===== src/rtl/unpack_s3_piso.sv =====
`default_nettype none
// ============================================================================
// unpack_s3_piso : pack_S3 byte -> base-3 trit stream (5 trits/byte, t0 first)
// Revision: 1.0
// ============================================================================
module unpack_s3_piso #(
  parameter int NUM_COEF = 700,
  parameter int CW       = 10
) (
  input  logic          ex_clk,
  input  logic          ovr_rst1_n,
  input  logic          start,
  input  logic [7:0]    byte_in,
  input  logic          byte_valid,
  output logic          byte_ready,
  output logic [1:0]    trit_out,
  output logic          trit_valid,
  input  logic          trit_ready,
  output logic          trit_last,
  output logic [CW-1:0] coef_idx,
  output logic          busy,
  output logic          done,
  output logic          fmt_err
);

  typedef enum logic [1:0] {
    IDLE = 2'd0,
    LOAD = 2'd1,
    EMIT = 2'd2,
    DONE = 2'd3
  } state_t;

  localparam logic [CW-1:0] LAST_IDX = CW'(NUM_COEF - 1);
  localparam logic [7:0]    MAX_BYTE = 8'd242;

  state_t        state_q, state_d;
  logic [7:0]    sh_q, sh_d;
  logic [2:0]    trit_cnt_q, trit_cnt_d;
  logic [CW-1:0] coef_cnt_q, coef_cnt_d;
  logic          fmt_err_q, fmt_err_d;
  logic [1:0]    sh_mod3;
  logic [7:0]    sh_div3;

  always_comb begin
    sh_mod3 = 2'(sh_q % 8'd3);
    sh_div3 = sh_q / 8'd3;
  end

  always_comb begin
    state_d    = state_q;
    sh_d       = sh_q;
    trit_cnt_d = trit_cnt_q;
    coef_cnt_d = coef_cnt_q;
    fmt_err_d  = fmt_err_q;
    byte_ready = 1'b0;
    trit_valid = 1'b0;
    trit_out   = 2'd0;
    trit_last  = 1'b0;
    done       = 1'b0;
    busy       = (state_q != IDLE);

    case (state_q)
      IDLE: begin
        if (start) begin
          state_d    = LOAD;
          fmt_err_d  = 1'b0;
          trit_cnt_d = '0;
          coef_cnt_d = '0;
        end
      end
      LOAD: begin
        byte_ready = 1'b1;
        if (byte_valid) begin
          sh_d       = byte_in;
          trit_cnt_d = '0;
          state_d    = EMIT;
          // Out-of-range bytes are flagged but still decoded digit by digit.
          if (byte_in > MAX_BYTE) fmt_err_d = 1'b1;
        end
      end
      EMIT: begin
        trit_valid = 1'b1;
        trit_out   = sh_mod3;
        trit_last  = (coef_cnt_q == LAST_IDX);
        if (trit_ready) begin
          sh_d       = sh_div3;
          trit_cnt_d = trit_cnt_q + 3'd1;
          coef_cnt_d = coef_cnt_q + CW'(1);
          if (coef_cnt_q == LAST_IDX)  state_d = DONE;
          else if (trit_cnt_q == 3'd4) state_d = LOAD;
        end
      end
      DONE: begin
        done       = 1'b1;
        state_d    = IDLE;
        sh_d       = '0;
        trit_cnt_d = '0;
        coef_cnt_d = '0;
      end
      default: state_d = IDLE;
    endcase
  end

  always_ff @(posedge ex_clk) begin
    if (!ovr_rst1_n) begin
      state_q    <= IDLE;
      sh_q       <= '0;
      trit_cnt_q <= '0;
      coef_cnt_q <= '0;
      fmt_err_q  <= 1'b0;
    end else begin
      state_q    <= state_d;
      sh_q       <= sh_d;
      trit_cnt_q <= trit_cnt_d;
      coef_cnt_q <= coef_cnt_d;
      fmt_err_q  <= fmt_err_d;
    end
  end

  assign coef_idx = coef_cnt_q;
  assign fmt_err  = fmt_err_q;

endmodule
`default_nettype wire


===== config.mk =====
export PLATFORM = sky130hd
export DESIGN_NAME = unpack_s3_piso
export DESIGN_NICKNAME = d
export VERILOG_FILES = /design/src/rtl/unpack_s3_piso.sv
export SDC_FILE = /design/constraint.sdc
export NUM_CORES = 1
export LEC_CHECK = 0
export ABC_AREA = 1
export CORE_ASPECT_RATIO = 0.9
export CORE_MARGIN = 3
export CORE_UTILIZATION = 55
export DETAILED_ROUTE_END_ITERATION = 7
export PLACE_DENSITY = 0.85
export REMOVE_ABC_BUFFERS = 1
export SETUP_SLACK_MARGIN = 0.3
export SLEW_MARGIN = 30
export SYNTH_ARGS = -nofsm -noshare
export SYNTH_HDL_FRONTEND = slang
export SYNTH_SLANG_ARGS = --single-unit

===== constraint.sdc =====
create_clock -name ex_clk -period 4.4 [get_ports ex_clk]
set_input_delay 0.88 -clock ex_clk [delete_from_list [all_inputs] [get_ports ex_clk]]
set_output_delay 0.88 -clock ex_clk [all_outputs]
set_load 0.05 [all_outputs]

**Word-level counts from Yosys, hierarchy flattened**

Cells that the tools add are included.

- Memories: 0
- Bits in registers: 24
- Input bits: 13
- Bits in read-only memories: 0
- RAM bits: 0
- Bits in latches: 0

- Reductions and logical operators: 10
- Multiplexer cells: 25
- Shift operators: 0
- Magnitude comparators: 1
- $mul: 0
- Equal/unequal tests: 10
- $add $sub $neg: 2
- Bitwise gates (word level): 0
- Divide/modulo/power cells: 2

Operator list:

| cell | count |
|---|---|
| $pmux 10 s3 | 1 |
| $pmux 8 s3 | 1 |
| $mux 10 | 2 |
| $mux 8 | 2 |
| $mux 2 | 6 |
| $pmux 3 s4 | 1 |
| $add 10x1->10 const B | 1 |
| $eq 10x10->1 const B | 1 |
| $mux 3 | 3 |
| $reduce_and 3->1 | 3 |
| $div 8x2->8 const B | 1 |
| $gt 8x8->1 const B | 1 |
| $mod 8x2->8 const B | 1 |
| $ne 2x2->1 const B | 4 |
| $pmux 2 s4 | 1 |
| $reduce_and 4->1 | 2 |
| $mux 1 | 7 |
| $reduce_bool 3->1 | 2 |
| $eq 2x2->1 const B | 2 |
| $reduce_bool 2->1 | 2 |
| $add 3x1->3 const B | 1 |
| $eq 3x3->1 const B | 1 |
| $ne 3x3->1 const B | 1 |
| $eq 2x1->1 const B | 1 |
| 2 further kinds | 2 |

**Logic depth before layout (Yosys ltp)**

- Word-level depth: 5
- Gate-level depth with buffers: 24
- Gate-level depth less buffers: 24

**Worst setup path before layout**

Ideal clock, no wire load.

- Path type: register -> output
- From: reg sh_q[7]
- To: out trit_out[0]
- Cell stages (with the launch flop): 24
- Slack: 0.569 ns
- Data required time: 3.520 ns
- Arrival: 2.951 ns
- Cell sequence: dfxtp_1 inv_1 nand3_1 nand2_2 nand2_2 nand3_1 nand2_2 o21bai_4 nand3_4 nand2_2 nand2_2 nand2_2 inv_2 ha_1 a21oi_1 nand2_2 nand2_2 nand2_2 ha_1 inv_1 nand4_4 nand2_1 nand2_1 nor2_1

- Word-level cells in the longest chain between the ends: 2

RTL lines:

| what | line | text |
|---|---|---|
| start: declaration | 37 | `logic [7:0] sh_q, sh_d;` |
| start signal: assignment | 107 | `sh_q <= '0;` |
| start signal: assignment | 113 | `sh_q <= sh_d;` |
| $mod 8x2->8 | 45 | `sh_mod3 = 2'(sh_q % 8'd3);` |
| $mux 2 | 62 | `case (state_q)` |
| end: declaration | 16 | `output logic [1:0] trit_out,` |

No other way between the ends.

**Worst setup path after layout**

- From: reg sh_q[6]
- To: out trit_out[1]

Same word-level chain as after synthesis.

==> out/qor.csv <==
metric,value,unit
hold path endpoint,trit_cnt_q[0]$_SDFFE_PN0P_,
Iteration-0 DRC Markers,78,
Slew @ Worst Pin,0.507,ns
Antenna Cells,0,
Post-Synthesis Cells,217,
Global Route Usage Sum,19.4,%
CTS tree,done,
gr ovfl total,0,
max frequency,259,MHz
max_slew headroom,66.1,%
vias in the first global route,1269,
HP Class,reg -> reg,
CP bufs+invs,4,
DRC Markers,0,
worst hold stages,2,
DR WL/cell,11.3,um
Hold Path Origin,trit_cnt_q[0]$_SDFFE_PN0P_,
dpl hpwl,2470,um
crit path max fanout,6,
nets,269,
Crit path top cell by count,nand2_2,
share of cells above drive strength 1,19.2,%
Crit Path Category,reg -> out,
initial antenna violation count,0,
CTS sink count,24,
met2 Use GR,29.6,%
Final Cycle Share,87.8,%
vias,1472,
WHS,0.493,ns
clk slew on worst S/H paths,0.14,ns
port bufs,30,
clock tree buffer depth,2,
Layout area overhead,26.5,%
placed inst area,0.00184,mm^2
post-route cell area,0.00193,mm^2
Max Cap Violations,0,
# IOs,31,
Netlist cell types,34,
Die W,61.6,um
Mapped Area,0.00153,mm^2
Core ar.,0.00255,mm^2
CTS Buf Count,3,
pin count of the biggest net entering global routing,15,
Slowest cell on crit path,dfxtp_4,
Crit path depth,25,
critical path capture point type,output port,
Final Hold Viols,0,
crit-path leading delay family,simple AND/OR/NAND/NOR gates,
Crit path arrival time,2.98,ns
sequential area share after synthesis,31.4,%
Starting Density,59.9,%
Site Rows,17,
final WL,3150,um
vias per inst,5.29,
crit path launch type,register,
clk_lat worst skew,0.31,ns
GPL Wtd Cong,0.798,
Synth Warn #,0,
R2R cell count,23,
first-pass GRT wire length,5330,um
RR Endpoint,sh_q[0]$_SDFFE_PN0P_,
hold_buf cts,0,
setup TNS,0,ns
Reg2Reg Setup Slack,1.91,ns
Root Buffer,clkbuf_4,
Die Y,56,um
maximum VDD drop,0.491,mV
met1 Usage GRT,27.9,%
drt pass-1 iters,4,
delay of the slowest critical-path stage,0.40,ns
Slew Limit Fails,0,
gr busiest metal,met2,
mean post-synth cell area,7.04,um^2
status,"finished, final reports clean",
RR Startpoint,sh_q[6]$_SDFFE_PN0P_,
RSZ-0062 raised after global routing,false,
crit path time final,3.86,ns
Synth Register Bits,24,
PwrDens,686,mW/mm^2
H-tree level count,1,
total die area,0.00345,mm^2
"Data required, critical path",3.52,ns
met3 usage,3.02,%
P_leak,0.789,nW
final setup violation count,0,
Final ANT Viol Nets,0,
clk_skew,0.00168,ns
synth_stat cells:
master,count,area [um^2]
nand3_2,3,30.0
nand3_1,13,65.1
a21o_1,1,7.51
a21oi_1,20,100
clkinv_1,1,3.75
buf_4,1,7.51
nor3_1,7,35.0
clkbuf_8,1,13.8
nand3b_1,1,7.51
and3_1,2,12.5
a221oi_1,5,43.8
a211o_1,1,8.76
nand2_1,38,143
a31oi_1,2,12.5
ha_1,5,62.6
a211oi_1,1,7.51
nor2_2,1,6.26
nand4_4,1,21.3
o21bai_4,1,18.8
nor2_1,18,67.6
o211a_1,1,10.0
o21a_1,1,7.51
inv_2,8,30.0
nor3b_1,3,22.5
inv_1,26,97.6
or2_1,2,12.5
nand4_1,2,12.5
nand3_4,1,17.5
dfxtp_1,24,480
nand2_2,13,81.3
nor3_2,2,20.0
nand2_4,1,11.3
o21ai_0,6,30.0
o21ai_1,4,20.0
flip-flops by register name (all words and copies together) (netlist names):
| register | cells |
|---|---|
| trit_cnt_q | 3 |
| coef_idx | 10 |
| sh_q | 8 |
| fmt_err | 1 |
| state_q | 2 |
per-stage QoR:
stage,util (%),setup WS [ns],cells,power [mW]
4_1_cts,74.3,0.337,278,1.30
6_report,75.7,0.537,278,1.33
5_1_grt,75.7,0.288,278,1.44
3_3_place_gp,72.3,0.819,274,1.12
3_5_place_dp,72.3,0.719,274,1.13
2_1_floorplan,-,0.541,215,0.965
cell type report:
cell class,instances,area (um^2)
fill,203,619
inverter,35,131
clock inverter,1,30.0
sequential,24,489
multi-input combinational,156,915
clock buffer,3,22.5
tap,28,35.0
timing repair buffer,31,310
per-layer routing:
| metal | part of all wire, % | wire (um) | vias up |
|---|---|---|---|
| met5 | 0 | 0 | - |
| met4 | 0.64 | 20 | 0 |
| met3 | 3.0 | 94 | 2 |
| met2 | 47 | 1470 | 27 |
| met1 | 50 | 1570 | 652 |
| li1 | - | - | 791 |
what timing repair did:
item | in CTS | in global routing
endpoints found under the setup margin | 0 | 2
setup buffers | 0 | 0
resized for setup | 0 | 14
report_power, final:
part | internal (mW) | switching [mW]
Sequential | 0.270 | 0.0560
Combinational | 0.298 | 0.541
Clock | 0.0921 | 0.0686
worst register-to-register path: stages (launching register included):
cell	delay [ns]
dfxtp_4	0.40
inv_1	0.06
nand2_1	0.07
nand2_2	0.06
nand2_2	0.07
nand2_1	0.07
nand3_2	0.08
nand2_4	0.06
o21bai_4	0.14
nand3_4	0.11
nand2_2	0.09
nand2_2	0.07
nand2_2	0.07
inv_2	0.04
ha_2	0.19
a21oi_2	0.14
nand2_2	0.08
nand2_2	0.06
nand2_2	0.05
ha_1	0.17
inv_1	0.08
nand4_4	0.12
nand2_1	0.08
a21oi_1	0.05
logic make-up (layout without fill, tap and decap cells):
logic type | count (synthesis) | after routing | synth area share (%)
compound gates | 43 | 43 | 17.4
fa+ha+maj | 5 | 5 | 4.10
buf+inv | 37 | 70 | 9.99
flops | 24 | 24 | 31.4
simple gates | 108 | 108 | 37.0
cells in the final DEF, fill, tap and decap left out, types with 3 or more instances in the layout:
master,count
nand2_2,13
a21oi_1,19
nand3_2,4
nor2_2,3
dfxtp_1,21
clkdlybuf4s50_1,28
nor2_1,16
o21ai_0,6
nand2_1,38
nor3_1,7
clkbuf_4,3
inv_1,25
nand3_1,12
ha_1,4
inv_2,9
nor3b_1,3
a221oi_1,5
o21ai_1,3
worst max path at each step:
stage / end / from
2_1_floorplan: trit_out[0] / sh_q[7]$_SDFFE_PN0P_
3_3_place_gp: trit_out[1] / sh_q[7]$_SDFFE_PN0P_
3_5_place_dp: trit_out[1] / sh_q[7]$_SDFFE_PN0P_
4_1_cts: trit_out[1] / sh_q[7]$_SDFFE_PN0P_
5_1_grt: trit_out[1] / sh_q[6]$_SDFFE_PN0P_
6_report: trit_out[1] / sh_q[6]$_SDFFE_PN0P_
Power figures use the tool's default switching activity.
